==> src/rtl/bounce_generator.sv <==
`default_nettype none
// ============================================================================
// Module      : bounce_generator
// Description : Emulates a mechanical switch. Every change of the clean input
//               level is reproduced on 'out' followed by a burst of glitches
//               (toggle pairs), after which the new level is held for a settle
//               window and a one-cycle 'done' pulse is issued.
//               Glitch spacing comes from a 16-bit Fibonacci LFSR
//               (x^16+x^14+x^13+x^11+1) or, when BOUNCE_GEN_FIXED_EN is
//               defined, from the constant FIXED_INTERVAL.
//
// Parameters  : WIDTH          interval counter width (2..16)
//               BOUNCES        glitches (toggle pairs) per burst, 0 allowed
//               SETTLE_CYCLES  hold time after the last edge (>= 1)
//               LFSR_SEED      LFSR reset value (0 is replaced by 1)
//               FIXED_INTERVAL only with BOUNCE_GEN_FIXED_EN
//
// Ports       : clk    in  system clock
//               rst    in  synchronous active-high reset (wins over en)
//               en     in  clock enable, every register holds when low
//               level  in  clean target level
//               out    out bouncy output
//               busy   out high whenever the FSM is not idle
//               done   out one-cycle pulse at the end of the settle window
//
// Optional    : `define BOUNCE_GEN_FIXED_EN -> fixed interval, no LFSR
//
// Revision    : 1.0 - initial release
// ============================================================================
module bounce_generator #(
    parameter int          WIDTH          = 8,
    parameter int          BOUNCES        = 3,
    parameter int          SETTLE_CYCLES  = 256,
`ifdef BOUNCE_GEN_FIXED_EN
    parameter logic [15:0] LFSR_SEED      = 16'hACE1,
    parameter int          FIXED_INTERVAL = 4
`else
    parameter logic [15:0] LFSR_SEED      = 16'hACE1
`endif
) (
    input  logic clk,
    input  logic rst,
    input  logic en,
    input  logic level,
    output logic out,
    output logic busy,
    output logic done
);

    // Counter widths. The toggle counter must hold 2*BOUNCES and be at least
    // one bit wide even when BOUNCES is 0.
    localparam int c_TOG_W    = $clog2(2 * BOUNCES + 2);
    localparam int c_SETTLE_W = $clog2(SETTLE_CYCLES + 1);

    localparam logic [c_TOG_W-1:0]    c_TOG_INIT   = c_TOG_W'(2 * BOUNCES);
    localparam logic [c_TOG_W-1:0]    c_TOG_ONE    = c_TOG_W'(1);
    localparam logic [c_SETTLE_W-1:0] c_SETTLE_LD  = c_SETTLE_W'(SETTLE_CYCLES);
    localparam logic [c_SETTLE_W-1:0] c_SETTLE_ONE = c_SETTLE_W'(1);
    localparam logic [WIDTH-1:0]      c_INT_ONE    = WIDTH'(1);

    localparam logic [1:0] S_IDLE   = 2'd0;
    localparam logic [1:0] S_BOUNCE = 2'd1;
    localparam logic [1:0] S_SETTLE = 2'd2;

    logic [1:0]            r_state;
    logic                  r_out;
    logic                  r_done;
    logic                  r_target;
    logic [WIDTH-1:0]      r_int_cnt;
    logic [c_TOG_W-1:0]    r_toggles_left;
    logic [c_SETTLE_W-1:0] r_settle_cnt;
    logic [WIDTH-1:0]      w_interval;

`ifdef BOUNCE_GEN_FIXED_EN
    assign w_interval = WIDTH'(FIXED_INTERVAL);
`else
    // A zero seed would lock the LFSR up, so it is replaced by 1.
    localparam logic [15:0] c_SEED = (LFSR_SEED == 16'h0000) ? 16'h0001 : LFSR_SEED;

    logic [15:0]      r_lfsr;
    logic             w_lfsr_fb;
    logic [WIDTH-1:0] w_lfsr_low;

    // Taps 16,14,13,11 -> bits 15,13,12,10; shift towards the MSB.
    assign w_lfsr_fb  = r_lfsr[15] ^ r_lfsr[13] ^ r_lfsr[12] ^ r_lfsr[10];
    assign w_lfsr_low = r_lfsr[WIDTH-1:0];
    // A zero interval would never reach the reload point, so it becomes 1.
    assign w_interval = (w_lfsr_low == '0) ? c_INT_ONE : w_lfsr_low;

    always_ff @(posedge clk) begin
        if (rst) begin
            r_lfsr <= c_SEED;
        end else if (en) begin
            r_lfsr <= {r_lfsr[14:0], w_lfsr_fb};
        end
    end
`endif

    always_ff @(posedge clk) begin
        if (rst) begin
            r_state        <= S_IDLE;
            r_out          <= 1'b0;
            r_done         <= 1'b0;
            r_target       <= 1'b0;
            r_int_cnt      <= '0;
            r_toggles_left <= '0;
            r_settle_cnt   <= '0;
        end else if (en) begin
            r_done <= 1'b0;
            case (r_state)
                S_IDLE: begin
                    r_out <= r_target;
                    if (level != r_target) begin
                        r_target       <= level;
                        r_out          <= level;
                        r_toggles_left <= c_TOG_INIT;
                        r_int_cnt      <= w_interval;
                        if (BOUNCES == 0) begin
                            r_settle_cnt <= c_SETTLE_LD;
                            r_state      <= S_SETTLE;
                        end else begin
                            r_state <= S_BOUNCE;
                        end
                    end
                end

                S_BOUNCE: begin
                    // Reload happens at 1, so the counter never wraps.
                    if (r_int_cnt == c_INT_ONE) begin
                        r_out          <= ~r_out;
                        r_toggles_left <= r_toggles_left - c_TOG_ONE;
                        r_int_cnt      <= w_interval;
                        // Even toggle count: out is back at target here.
                        if (r_toggles_left == c_TOG_ONE) begin
                            r_settle_cnt <= c_SETTLE_LD;
                            r_state      <= S_SETTLE;
                        end
                    end else begin
                        r_int_cnt <= r_int_cnt - c_INT_ONE;
                    end
                end

                S_SETTLE: begin
                    r_out <= r_target;
                    if (r_settle_cnt == c_SETTLE_ONE) begin
                        r_done  <= 1'b1;
                        r_state <= S_IDLE;
                    end
                    r_settle_cnt <= r_settle_cnt - c_SETTLE_ONE;
                end

                default: begin
                    r_state <= S_IDLE;
                end
            endcase
        end
    end

    assign out  = r_out;
    assign done = r_done;
    assign busy = (r_state != S_IDLE);

endmodule
`default_nettype wire

==> config.mk <==
export PLATFORM = sky130hd
export DESIGN_NAME = bounce_generator
export DESIGN_NICKNAME = d
export VERILOG_FILES = /design/src/rtl/bounce_generator.sv
export SDC_FILE = /design/constraint.sdc
export NUM_CORES = 1
export LEC_CHECK = 0
export BUFFER_PORTS_ARGS = -buffer_cell sky130_fd_sc_hd__buf_4
export CORE_MARGIN = 4
export CORE_UTILIZATION = 51
export DETAILED_ROUTE_END_ITERATION = 10
export PLACE_DENSITY_LB_ADDON = 0.3
export SYNTH_ARGS = -nofsm -noshare
export SYNTH_HDL_FRONTEND = slang
export SYNTH_SLANG_ARGS = --single-unit
export TNS_END_PERCENT = 5
==> constraint.sdc <==
create_clock -name clk -period 2.6 [get_ports clk]
set_clock_uncertainty 0.15 [all_clocks]
set_input_delay 0.26 -clock clk [delete_from_list [all_inputs] [get_ports clk]]
set_output_delay 0.26 -clock clk [all_outputs]
set_load 0.02 [all_outputs]
==> results of run 1 <==
[cells in the final DEF, fill, tap and decap left out, types with 3 or more instances in the layout]
| cell type | n |
|---|---|
| dfxtp_1 | 41 |
| mux2i_1 | 24 |
| nand2_1 | 19 |
| inv_1 | 16 |
| nor2_1 | 16 |
| nand3_1 | 12 |
| ha_1 | 12 |
| buf_4 | 12 |
| nand2b_1 | 11 |
| a21oi_1 | 11 |
| nor4_1 | 6 |
| nor3_1 | 6 |
| clkbuf_8 | 6 |
| o21ai_1 | 4 |
| a31oi_1 | 4 |
| or4_1 | 4 |
| a211oi_1 | 4 |
| and4_1 | 3 |
| nor2b_1 | 3 |
| xnor2_1 | 3 |
[per-layer routing]
metal | GRT usage, % | part of all wire, % | vias to the layer above
met2 | 26.9 | 42 | 61
met3 | 4.49 | 6.0 | 8
li1 | - | - | 966
met1 | 28.9 | 51 | 933
met4 | 5.83 | 1.3 | 0
met5 | 0 | 0 | -
[cell families after synthesis]
family / synth area share, %
AO/OA/AOI/OAI: 17.4
buffers and inverters: 5.29
adder cells (fa/ha/maj): 6.41
flip-flops: 35.0
XOR/XNOR: 1.50
AND/OR/NAND/NOR: 24.1
multiplexers: 10.3
[per-stage QoR]
step / instances / hold WS (ns) / instance area [um2] / util, % / power [mW]
6_report: 318 / 0.172 / 2530 / 57.4 / 1.77
2_1_floorplan: 261 / 0.291 / 2340 / - / 1.20
5_1_grt: 318 / 0.192 / 2530 / 57.4 / 1.88
4_1_cts: 318 / 0.172 / 2530 / 57.4 / 1.77
3_3_place_gp: 310 / 0.305 / 2440 / 55.2 / 1.32
3_5_place_dp: 310 / 0.312 / 2440 / 55.2 / 1.33
[worst register-to-register path, delay by kind of cell, from the launching register on]
family | cells | cell delay, ns
flip-flops | 1 | 0.45
multiplexers | 1 | 0.23
AO/OA/AOI/OAI | 1 | 0.61
AND/OR/NAND/NOR | 2 | 0.64
adder cells (fa/ha/maj) | 1 | 0.24
[registers in the layout, indices dropped and copies added, names as in the netlist]
name,cells
r_state,2
r_toggles_left,3
r_lfsr,16
done,1
out,1
r_settle_cnt,9
r_int_cnt,8
r_target,1
[report_power, final]
group	internal, mW	switching [mW]
clock	0.215	0.229
sequential	0.692	0.0896
combinational	0.238	0.306
[final cells by class]
class,instances,share of cell area [%]
Clock buffer,6,3.26
Clock inverter,2,0.543
Inverter,17,2.52
Multi-Input combinational cell,188,55.2
Sequential cell,41,32.4
Tap cell,52,2.57
Timing Repair Buffer,12,3.56
[final timing paths]
kind                     end  depth (start not counted)
min reg2reg             done                          2
max          r_settle_cnt[3]                          5
max reg2reg  r_settle_cnt[3]                          5
min                r_lfsr[2]                          2
==> results.cfg, run 1 <==
[run_status]
status = completed

[clock_network]
postCtsHoldBufs = 0
clock_sinks = 41
insertion_delay_ns = 0.30
cts-resized-gates = 0
numCtsBuffers = 5
cts_max_level = 2
clk_pin_slew_ns = 0.08
tritoncts = done
cts-root-buf = clkbuf_8
post-cts-setup-buffers = 0
cts_buffer_depth = 2

[setup_path]
path_buf_inv = 0
cp_cell_sequence = ha_1 > nor4b_4 > nand3_1 > a2111oi_0 > mux2i_1
cp_slowest_cell = a2111oi_0
regToRegSetupSlack_ns = 0.22
setup.worst_path.start_class = flop
critPathArrivalTime_ns = 2.46
crit_family = simple AND/OR/NAND/NOR gates
critPathRequiredTime_ns = 2.68
cpPeakStageDelay_ns = 0.61
worstSetupStartpoint = r_int_cnt[0]
crit_fanout = 7
cp-end-kind = flop
critPathKind = reg2reg
r2r_start = r_int_cnt[0]

[power]
p_leak_nw = 1.00
powerDensity_nw_per_um2 = 698
ir_drop_uv = 531

[routing]
wirelength_mm = 4.99
vias_per_cell = 6.19
drc = 0
antenna_violating_nets_post_route = 0
drtIter0Drc = 110
vias = 1968
drtPass1Iterations = 4
wl_per_cell_um = 15.7

[sta]
finalMaxSlewViolations = 0
setup_slack_ns = 0.218
period_share_pct = 91.6
tightest_slew_ns = 0.509
tns_ns = 0
fin_crit_ns = 2.38
rsz0062_at_grt = no
max-slew-margin-rel_pct = 65.2
max_freq_ghz = 0.420
hold_violations = 0
finalSetupViolCount = 0

[job]
cap_violations = 0

[yosys]
synthesis.area_um2 = 2340
avgSynthCellArea_um2 = 8.97
synth-async-reset-ratio_pct = 0
synth.area.top_cells = dfxtp_1 35%, mux2i_1 10%, ha_1 6.4%, nand2_1 3.0%, nand2b_1 2.9%
synth_common_cells = 41 x dfxtp_1, 24 x mux2i_1, 19 x nand2_1
yosysMostFrequentCell = dfxtp_1
synth_fp_nets = 277
ys_ff_latch = 41
synth_edf_count = 0
synth_cell_type_count = 56
netlist_instances = 261
synthFlopType = dfxtp_1
yosysWarnings = 0
ys_seq_area_share_pct = 35.0
synth_largest_area_cell = dfxtp_1
yosysTopAreaCellShare_pct = 35.0

[worst_hold_path]
hold_path.class = in2reg
worstHoldStart = rst

[layout]
antenna_cells = 0
drive_gt1_share_pct = 11.3
multi_input_area_um2 = 1400
fillers = 400
seqCellArea_um2 = 821
area_delta_synth_final_pct = 8.17
layout.nets = 281

[placement]
hpwl_mm = 3.45
preCtsSetupSlack_ns = 0.240
globalplace.congestion = 0.834
port_buffers = 6

[global_route]
grt_max_degree = 28
grt_first_pass_wirelength_mm = 8.56
grt_pass1_vias = 1803
gr-total-overflow = 0
grt_usage_pct = 19.2
antenna_found_initial = 0

[floorplanning]
die_y_um = 75.8
core_um2 = 4410
boundaryPins = 7
die_area_um2 = 5740
rows = 24
start_util_pct = 53.1
die_x_um = 75.8
No activity file was read; power rests on OpenSTA's default activity.
==> run 2: changes to the inputs <==
--- a/config.mk
+++ b/config.mk
@@ -6,9 +6,11 @@
 export NUM_CORES = 1
 export LEC_CHECK = 0
 export BUFFER_PORTS_ARGS = -buffer_cell sky130_fd_sc_hd__buf_4
+export CORE_ASPECT_RATIO = 0.6
 export CORE_MARGIN = 4
 export CORE_UTILIZATION = 51
 export DETAILED_ROUTE_END_ITERATION = 10
+export MAX_ROUTING_LAYER = met4
 export PLACE_DENSITY_LB_ADDON = 0.3
 export SYNTH_ARGS = -nofsm -noshare
 export SYNTH_HDL_FRONTEND = slang
==> run 2 against run 1 <==
Effect of this change: fmax grew 1.2%; highest routed layer unchanged; count of clock-buffer cells in the layout shrank 1; largest power group unchanged; largest cell class unchanged; setup slack gained 0.028 ns; hold slack better by 0.0022 ns; core utilization is 3.4 points higher; global-route usage is 1.3 points higher; clock power grew 39%; cell area increased by 2.1%.
==> results.cfg, run 2 (synthesized netlist as in run 1, its figures left out) <==
[worst_hold_path]
worstHoldStart = rst
hold_path.class = in2reg
hold_end = r_lfsr[2]
hold_depth = 2

[routing]
vias = 1942
drtPass1Iterations = 4
drtIter0Drc = 212
drc = 0
wl_per_cell_um = 16.3
antenna_violating_nets_post_route = 0
wirelength_mm = 5.32
vias_per_cell = 5.96

[clock_network]
cts_max_level = 2
cts-resized-gates = 0
clock_sinks = 41
tritoncts = done
post-cts-setup-buffers = 0
cts_buffer_depth = 2
postCtsHoldBufs = 0
clk_pin_slew_ns = 0.09
numCtsBuffers = 5
insertion_delay_ns = 0.30
cts-root-buf = clkbuf_8

[setup_path]
r2r_start = r_state[1]
critPathKind = reg2reg
setup.worst_path.start_class = flop
rr_worst_depth = 6
crit_fanout = 6
regToRegSetupSlack_ns = 0.25
critPathArrivalTime_ns = 2.42
cp_slowest_cell = a2111oi_1
cpPeakStageDelay_ns = 0.53
path_buf_inv = 1
cp-end-kind = flop
r2r-end = r_settle_cnt[3]
critPathRequiredTime_ns = 2.67
crit_cells = 6
cp_cell_sequence = inv_1 > ha_1 > nor4b_4 > nand3_1 > a2111oi_1 > mux2i_1
crit_family = simple AND/OR/NAND/NOR gates

[job]
cap_violations = 0

[floorplanning]
core_um2 = 4260
die_y_um = 60.5
start_util_pct = 55.0
die_x_um = 95.5
boundaryPins = 7
die_area_um2 = 5780
rows = 18

[layout]
fillers = 365
largest_register_ffs = 16
largest_register = r_lfsr
layout.nets = 281
area_delta_synth_final_pct = 10.4
top_regs = r_lfsr: 16 flops, r_settle_cnt: 9 flops, r_int_cnt: 8 flops
final_cell_mix = 41 x dfxtp_1, 24 x mux2i_1, 19 x nand2_1, 16 x inv_1, 16 x nor2_1
final_common_cell = dfxtp_1
antenna_cells = 0
drive_gt1_share_pct = 11.3
final_cell_count_no_fill = 326

[sta]
tightest_slew_ns = 0.532
finalMaxSlewViolations = 0
rsz0062_at_grt = no
fin_hold_ws_ns = 0.174
tns_ns = 0
finalSetupViolCount = 0
hold_violations = 0
max-slew-margin-rel_pct = 64.3
fin_crit_ns = 2.35
period_share_pct = 90.5
max_freq_ghz = 0.425

[global_route]
grt_usage_pct = 20.5
gr-total-overflow = 0
grt_pass1_vias = 1689
grt_first_pass_wirelength_mm = 8.82
antenna_found_initial = 0
grt_max_degree = 28

[placement]
port_buffers = 6
globalplace.congestion = 0.859
dp_cells = 318
hpwl_mm = 3.77

[run_status]
status = completed

[power]
p_leak_nw = 1.02
ir_drop_uv = 416
powerDensity_nw_per_um2 = 758
## run 2: changes by cell type in the layout (fill, tap and decap cells not counted), sizes merged
cell	previous run	this run
bufinv	0	2
clkbuf	6	5
clkinv	2	0
inv	17	18
## run 2: how the worst max path moves through the flow
stage | to | startpoint | slack, ns
2_1_floorplan | r_settle_cnt[8] | r_settle_cnt[2] | 0.56
3_3_place_gp | r_settle_cnt[3] | r_state[1] | 0.45
3_5_place_dp | r_settle_cnt[3] | r_state[1] | 0.24
4_1_cts | r_settle_cnt[3] | r_state[1] | 0.22
5_1_grt | r_settle_cnt[3] | r_state[1] | 0.13
6_report | r_settle_cnt[3] | r_state[1] | 0.25
## run 2: per-layer routing
layer / share of wire [%] / wire length [um] / track usage, % / vias to the layer above
met5: 0 / 0 / - / -
met4: 0.49 / 26 / 5.06 / 0
met3: 8.7 / 460 / 4.34 / 4
met2: 37 / 1970 / 24.9 / 74
met1: 54 / 2860 / 32.9 / 891
li1: - / - / - / 973
## run 2: per-stage QoR
| stage | power [mW] | util [%] | worst slack (ns) | instance area, um2 |
|---|---|---|---|---|
| 2_1_floorplan | 1.20 | - | 0.557 | 2340 |
| 3_3_place_gp | 1.33 | 57.5 | 0.450 | 2450 |
| 3_5_place_dp | 1.34 | 57.5 | 0.241 | 2450 |
| 4_1_cts | 1.96 | 60.7 | 0.225 | 2580 |
| 5_1_grt | 2.06 | 60.8 | 0.129 | 2590 |
| 6_report | 1.96 | 60.8 | 0.247 | 2590 |
## run 2: final cells by class
type	instances	area, um2	share of cell area, %
Clock inverter	3	68.8	2.66
Timing Repair Buffer	12	90.1	3.48
Tap cell	60	75.1	2.90
Sequential cell	41	821	31.7
Inverter	17	63.8	2.47
Multi-Input combinational cell	188	1400	54.1
Clock buffer	5	68.8	2.66
## run 2: worst register-to-register path, delay by kind of cell, from the launching register on
| family | cells | cell delay, ns |
|---|---|---|
| fa+ha+maj | 1 | 0.22 |
| simple gates | 2 | 0.67 |
| mux | 1 | 0.26 |
| compound gates | 1 | 0.53 |
| buf+inv | 1 | 0.09 |
| flops | 1 | 0.35 |
## run 2: report_power, final
part           switching (mW)  internal [mW]
registers              0.0861          0.692
clock network           0.233          0.386
logic                   0.320          0.244
total                   0.639           1.32
